--- config.mk ---
export PLATFORM = sky130hd
export DESIGN_NAME = rf_port_arbiter
export DESIGN_NICKNAME = d
export VERILOG_FILES = /design/src/rtl/rf_port_arbiter.sv
export SDC_FILE = /design/constraint.sdc
export NUM_CORES = 1
export LEC_CHECK = 0
export CAP_MARGIN = 20
export CORE_MARGIN = 8
export CORE_UTILIZATION = 30
export CTS_CLUSTER_SIZE = 28
export DETAILED_ROUTE_END_ITERATION = 7
export PLACE_DENSITY = 0.87
export SYNTH_ARGS = -nofsm -noshare
export SYNTH_HDL_FRONTEND = slang
export SYNTH_SLANG_ARGS = --single-unit
--- constraint.sdc ---
create_clock -name clk -period 1 [get_ports clk]
set_input_delay 0.25 -clock clk [delete_from_list [all_inputs] [get_ports clk]]
set_output_delay 0.25 -clock clk [all_outputs]
set_load 0.02 [all_outputs]
--- src/rtl/rf_port_arbiter.sv ---
// -----------------------------------------------------------------------------
// rf_port_arbiter
//
// Shares one register file (1 write port, 2 read ports) between two
// requesters using round-robin arbitration with a valid/ready handshake.
// At most one transaction is issued per cycle. The register-file controls are
// driven from registers, and read data returns to the issuer with a tag two
// cycles after the accept.
//
// Optional build macro: RF_FWD_EN
//   undefined : read-first. A same-transaction write+read of one address
//               returns the old register contents.
//   defined   : write-first. The write data of that transaction is forwarded
//               onto rsp_qa / rsp_qb when the addresses match.
//
// Parameters
//   M : register address width (2**M registers)
//   N : data width
//
// Ports
//   clk, rst                 clock (rising edge), async active-low reset
//   reqX_valid / reqX_ready  request handshake for requester X (0 or 1)
//   reqX_we/waddr/wd         write part of the transaction
//   reqX_re/ra/rb            read part (re reads both ra and rb)
//   rf_write/waddr/wd        registered register-file write controls
//   rf_reada/ra, rf_readb/rb registered register-file read controls
//   rf_qa, rf_qb             register-file read data, valid the cycle after read
//   rsp_valid/id/qa/qb       read response: one-cycle pulse, issuer id, data
// -----------------------------------------------------------------------------
module rf_port_arbiter #(
    parameter int M = 3,
    parameter int N = 8
) (
    input  logic         clk,
    input  logic         rst,

    input  logic         req0_valid,
    output logic         req0_ready,
    input  logic         req0_we,
    input  logic [M-1:0] req0_waddr,
    input  logic [N-1:0] req0_wd,
    input  logic         req0_re,
    input  logic [M-1:0] req0_ra,
    input  logic [M-1:0] req0_rb,

    input  logic         req1_valid,
    output logic         req1_ready,
    input  logic         req1_we,
    input  logic [M-1:0] req1_waddr,
    input  logic [N-1:0] req1_wd,
    input  logic         req1_re,
    input  logic [M-1:0] req1_ra,
    input  logic [M-1:0] req1_rb,

    output logic [N-1:0] rf_wd,
    output logic [M-1:0] rf_waddr,
    output logic         rf_write,
    output logic [M-1:0] rf_ra,
    output logic         rf_reada,
    output logic [M-1:0] rf_rb,
    output logic         rf_readb,
    input  logic [N-1:0] rf_qa,
    input  logic [N-1:0] rf_qb,

    output logic         rsp_valid,
    output logic         rsp_id,
    output logic [N-1:0] rsp_qa,
    output logic [N-1:0] rsp_qb
);

    // Bit 0 of each pipe is the tag during the register-file access cycle,
    // bit STAGES is the tag during the response cycle.
    localparam int STAGES = 1;

    typedef struct packed {
        logic         we;
        logic [M-1:0] waddr;
        logic [N-1:0] wd;
        logic         re;
        logic [M-1:0] ra;
        logic [M-1:0] rb;
    } req_t;

    req_t req0, req1, sel;
    logic ptr;          // requester preferred when both are valid
    logic gnt0, gnt1, accept;

    logic [STAGES:0] vld_pipe;
    logic [STAGES:0] id_pipe;

    assign req0 = '{we: req0_we, waddr: req0_waddr, wd: req0_wd,
                    re: req0_re, ra: req0_ra, rb: req0_rb};
    assign req1 = '{we: req1_we, waddr: req1_waddr, wd: req1_wd,
                    re: req1_re, ra: req1_ra, rb: req1_rb};

    // ---------------------------------------------------------------- arbiter
    always_comb begin
        gnt0   = req0_valid & (~req1_valid | ~ptr);
        gnt1   = req1_valid & (~req0_valid |  ptr);
        accept = gnt0 | gnt1;
        sel    = gnt1 ? req1 : req0;
    end

    assign req0_ready = gnt0;
    assign req1_ready = gnt1;

    // The pointer hands preference to the requester that was not just served.
    always_ff @(posedge clk or negedge rst) begin
        if (!rst)        ptr <= 1'b0;
        else if (accept) ptr <= gnt0;
    end

    // ------------------------------------------------------ register-file drive
    // Enables are single-cycle; addresses and data hold when idle so the
    // register file sees quiet inputs between transactions.
    always_ff @(posedge clk or negedge rst) begin
        if (!rst) begin
            rf_write <= 1'b0;
            rf_reada <= 1'b0;
            rf_readb <= 1'b0;
            rf_waddr <= '0;
            rf_wd    <= '0;
            rf_ra    <= '0;
            rf_rb    <= '0;
        end else begin
            rf_write <= accept & sel.we;
            rf_reada <= accept & sel.re;
            rf_readb <= accept & sel.re;
            if (accept) begin
                rf_waddr <= sel.waddr;
                rf_wd    <= sel.wd;
                rf_ra    <= sel.ra;
                rf_rb    <= sel.rb;
            end
        end
    end

    // ------------------------------------------------------------ response tag
    always_ff @(posedge clk or negedge rst) begin
        if (!rst) begin
            vld_pipe <= '0;
            id_pipe  <= '0;
        end else begin
            vld_pipe <= {vld_pipe[STAGES-1:0], accept & sel.re};
            id_pipe  <= {id_pipe[STAGES-1:0],  gnt1};
        end
    end

    assign rsp_valid = vld_pipe[STAGES];
    assign rsp_id    = id_pipe[STAGES];

`ifdef RF_FWD_EN
    // Write-first: remember which read ports alias the same transaction's
    // write, and keep its data for the response cycle (rf_wd moves on once
    // the next transaction is accepted).
    logic [STAGES:0] fwd_a_pipe;
    logic [STAGES:0] fwd_b_pipe;
    logic [N-1:0]    fwd_wd;
    logic            hit_a, hit_b;

    always_comb begin
        hit_a = accept & sel.we & sel.re & (sel.waddr == sel.ra);
        hit_b = accept & sel.we & sel.re & (sel.waddr == sel.rb);
    end

    always_ff @(posedge clk or negedge rst) begin
        if (!rst) begin
            fwd_a_pipe <= '0;
            fwd_b_pipe <= '0;
            fwd_wd     <= '0;
        end else begin
            fwd_a_pipe <= {fwd_a_pipe[STAGES-1:0], hit_a};
            fwd_b_pipe <= {fwd_b_pipe[STAGES-1:0], hit_b};
            if (vld_pipe[0]) fwd_wd <= rf_wd;
        end
    end

    always_comb begin
        rsp_qa = '0;
        rsp_qb = '0;
        if (rsp_valid) begin
            rsp_qa = fwd_a_pipe[STAGES] ? fwd_wd : rf_qa;
            rsp_qb = fwd_b_pipe[STAGES] ? fwd_wd : rf_qb;
        end
    end
`else
    // Read-first: data comes straight from the register file. Gated by
    // rsp_valid so the response bus is quiet (and zero in reset) otherwise.
    always_comb begin
        rsp_qa = '0;
        rsp_qb = '0;
        if (rsp_valid) begin
            rsp_qa = rf_qa;
            rsp_qb = rf_qb;
        end
    end
`endif

endmodule
==> Word level (Yosys, flattened, before mapping) <==
Cells that the tools add are included.
W data, S select, Z words.
{ "classes": {"n_bitwise": 10, "mux": 3} }
{ "op_table": {"columns": ["op", "count"], "rows": [
  ["$mux W19", 1],
  ["$mux W8", 2],
  ["$and A1 B1 Y1", 4],
  ["$not A1 Y1", 3],
  ["$or A1 B1 Y1", 3]
]} }
{ "word_totals": {"register_bits": 24, "inputBits": 58, "wordCells": 22, "out_inout_bits": 40} }

==> Depth between registers and ports, before layout <==
{ "depth": {"word_depth": 5, "ltp_mapped": 5, "depth_no_buf": 3} }

==> Least setup slack after synthesis <==
Ideal clock, no wire load.
{ "synth_timing": {"path_type": "register to output", "from": "register vld_pipe[1]", "to": "output rsp_qa[3]", "t_arrival_ps": 961, "path_buffers": 1, "stages_incl_launch_ff": 3, "required_time_ps": 750, "setup_slack_ps": -211, "cell_sequence": "dfrtp_1 -> clkbuf_1 -> and2_1"} }
{ "synth_via": {"elab_chain_len": 1} }
{ "synth_rtl": {"columns": ["item", "line_no", "rtl"], "rows": [
  ["start, declared", "88", "logic [STAGES:0] vld_pipe;"],
  ["start signal, assigned", "144", "vld_pipe <= {vld_pipe[STAGES-1:0], accept & sel.re};"],
  ["$mux W8", "192", "if (rsp_valid) begin"],
  ["end, declared", "67", "output logic [N-1:0] rsp_qa,"]
]} }
Every way passes these cells.

==> Final worst setup path <==
{ "layout_timing": {"from": "register vld_pipe[1]", "to": "output rsp_qb[5]"} }
{ "layout_via": {"elab_chain_len": 1} }
{ "layout_rtl": {"columns": ["item", "line_no", "rtl"], "rows": [
  ["$mux W8", "192", null],
  ["end, declared", "68", "output logic [N-1:0] rsp_qb"]
]} }
Every way passes these cells.

==> results.cfg <==
[clocking]
clock_latency_ns = 0.26
cts_tree = done
path_clk_slew_ns = 0.08
ctsHtreeMaxLevel = 1
clk_path_buf_depth = 2
root_buffer = clkbuf_8
cts_made_buffers = 3
cts_sinks = 23

[synth]
synth_cells = 127
synth.avg_cell_area_sq_um = 10.3
syn-num-nets = 185
synth.top_cells.by_area = dfrtp_1 44%, mux2i_1 13%, a31oi_1 8.1%, and3_1 8.1%, and2_1 7.7%
synth_top_cells_by_count = 23 x dfrtp_1, 17 x a31oi_1, 17 x and3_1, 17 x mux2i_1, 16 x and2_1
yosysSeqAreaShare_pct = 44.1
ys_ff_latch = 23
syn-cell-area_sq_mm = 0.00131
ys.warnings.count = 0
ys.flop_type = dfrtp_1
synth_cell_types = 18
synthArstFlopShare_pct = 100
synthAdderAreaFrac_pct = 0
synth-compound-area-share_pct = 17.4
synthMuxAreaShare_pct = 13.0
synthXorXnorAreaFrac_pct = 0
synth_top_area_cell = dfrtp_1
yosys.area_share.simple_pct = 17.4
synth_top_family_by_area = compound AO/OA/AOI/OAI gates
synth.most_common_cell = dfrtp_1
yosysTopAreaCellShare_pct = 44.1
synth_edf_count = 0

[critical_path]
critPathCapture = rsp_qb[5]
rrSetupSlack_ns = -0.25
crit_fanout = 8
cp-end-kind = output port
regToRegEndpoint = rf_wd[0]
timing.rr.start = ptr
cp-start-kind = flip-flop
crit_start = vld_pipe[1]
cp.arrival_ns = 1.09
reg2reg_depth = 5
required_ns = 0.75
worstSetupPathType = flip-flop to output port

[finish]
drive_above_1_share_pct = 44.8
n_antenna_cell = 0
nNetsFinal = 300
fin_cells = 293
syn_to_final_growth_pct = 110
fillers = 338

[timing]
max_freq_ghz = 0.745
fin_crit_sh_pct = 134
setup-violations-final = 60
rsz0062_at_grt = true
whs_ns = 0.308
drv_slew = 0
worst_pin_slew_ns = 0.444
slew_headroom_pct = 70.4
setup_slack_ns = -0.343
period_needed_ns = 1.34
hold_violations = 0
skew_ns = 0.00235

[routing]
drt-initial-drc-count = 28
ant_nets = 0
vias_per_cell = 4.90
firstDrtPassIters = 4
num_vias = 1435
drc = 0
finalWirelength_um = 4950
drt-wirelength-per-cell_um = 16.9

[global_routing]
antenna_found_initial = 0
grt_pass1_vias = 1494
grt-ovfl-total = 0
grt_pass1_wl_um = 7170
grt_use_total_pct = 13.5
grt_max_degree = 35

[floorplanning]
core_sq_mm = 0.00426
start_util_pct = 30.6
die_x_um = 82.0
fp.dieH_um = 82.0
dieArea_sq_mm = 0.00672
ios = 98
num_rows = 24

[outcome]
status = complete, but fails checks
violations = setup timing

[power]
leakage_nw = 1.24
peakVddDrop_mv = 0.569
pwr_density_cell_mw_per_mm2 = 1200

[place]
routabilityCongestion = 0.726
numPortBuffers = 97
hpwl_um = 3670
placed_cells = 277

[worst_hold_path]
hp-class = input pin to asynchronous set/reset pin

[flow_run]
cap_violations = 0
layout by cell type, fill, tap and decap left out:
master	synthesis	final
buf_2	3	1
a31oi_1	17	16
and3_1	17	2
a21boi_4	0	1
and2_4	1	17
o21ai_1	13	17
clkdlybuf4s50_1	0	55
clkbuf_1	3	1
dfrtp_1	23	21
dlygate4sd2_1	0	1
mux2i_1	17	17
a22o_1	2	2
o21a_1	1	1
and3_4	0	15
clkbuf_8	0	3
buf_4	2	13
buf_12	0	2
buf_6	4	50
inv_2	0	1
clkbuf_16	0	1
a31oi_2	0	1
nand2_8	0	1
dfrtp_2	0	2
area by class of cell:
cell class / count / area, sq um / share of cell area, %
Inverter: 1 / 3.75 / 0.137
Tap cell: 52 / 65.1 / 2.37
Multi-Input combinational cell: 90 / 762 / 27.8
Sequential cell: 23 / 578 / 21.1
Clock buffer: 4 / 45.0 / 1.64
Timing Repair Buffer: 123 / 1290 / 47.0
per-layer routing:
metal	global-route usage, %	part of all wire, %	up-vias
met5	0	0	-
met4	1.93	0.81	0
met3	4.16	9.8	6
met2	25.5	51	66
met1	14.5	39	671
li1	-	-	692
kinds of logic (layout without fill, tap and decap cells):
logic type             Yosys count  count (layout)
flip-flops                      23              23
multiplexers                    17              17
buffers and inverters           14             128
AO/OA/AOI/OAI                   38              38
AND/OR/NAND/NOR                 35              35
flip-flops by register name (all words and copies together), names as in the netlist:
signal and flops:
id_pipe 2, ptr 1, rf_ra 3, rf_rb 3, rf_waddr 3, rf_wd 8, rf_write 1, vld_pipe 2
worst min path at each step:
stage / from / to / depth (start not counted) / slack [ns]
after global placement: id_pipe[0] / id_pipe[1] / 0 / 0.33
after floorplan: rst / id_pipe[0] / 0 / -0.05
after detailed placement: id_pipe[0] / id_pipe[1] / 0 / 0.34
final: rst / rf_wd[0] / 2 / 0.31
after CTS: rst / rf_wd[0] / 2 / 0.32
after global routing: rst / rf_wd[0] / 2 / 0.34
through the flow:
step / utilization, % / cell area, sq um / setup TNS (ns) / setup WS, ns / power [W]
floorplan: - / 1360 / -0.426 / -0.0327 / 0.00175
global placement: 55.9 / 2380 / -25.49 / -0.859 / 0.00240
detailed placement: 55.9 / 2380 / -26.33 / -0.879 / 0.00243
CTS: 60.3 / 2570 / -11.32 / -0.349 / 0.00316
global route: 64.3 / 2740 / -13.18 / -0.376 / 0.00344
finish: 64.3 / 2740 / -11.11 / -0.343 / 0.00328
worst max-delay path: stages, from the launching register on:
cell and delay, ns:
dfrtp_2 0.44, buf_6 0.14, and2_4 0.14, buf_6 0.12
power breakdown:
part	internal (W)	switching, W
registers	0.00105	0.000100
clock network	0.000284	0.000288
logic	0.000922	0.000634
repair_timing:
item | in CTS | in global routing
setup buffers | 9 | 5
hold buffers | 0 | 0
resized for setup | 256 | 26
pin swaps | 5 | 4
gates cloned | 0 | 1
endpoints found under the setup margin | 60 | 60
Power figures use the tool's default switching activity.
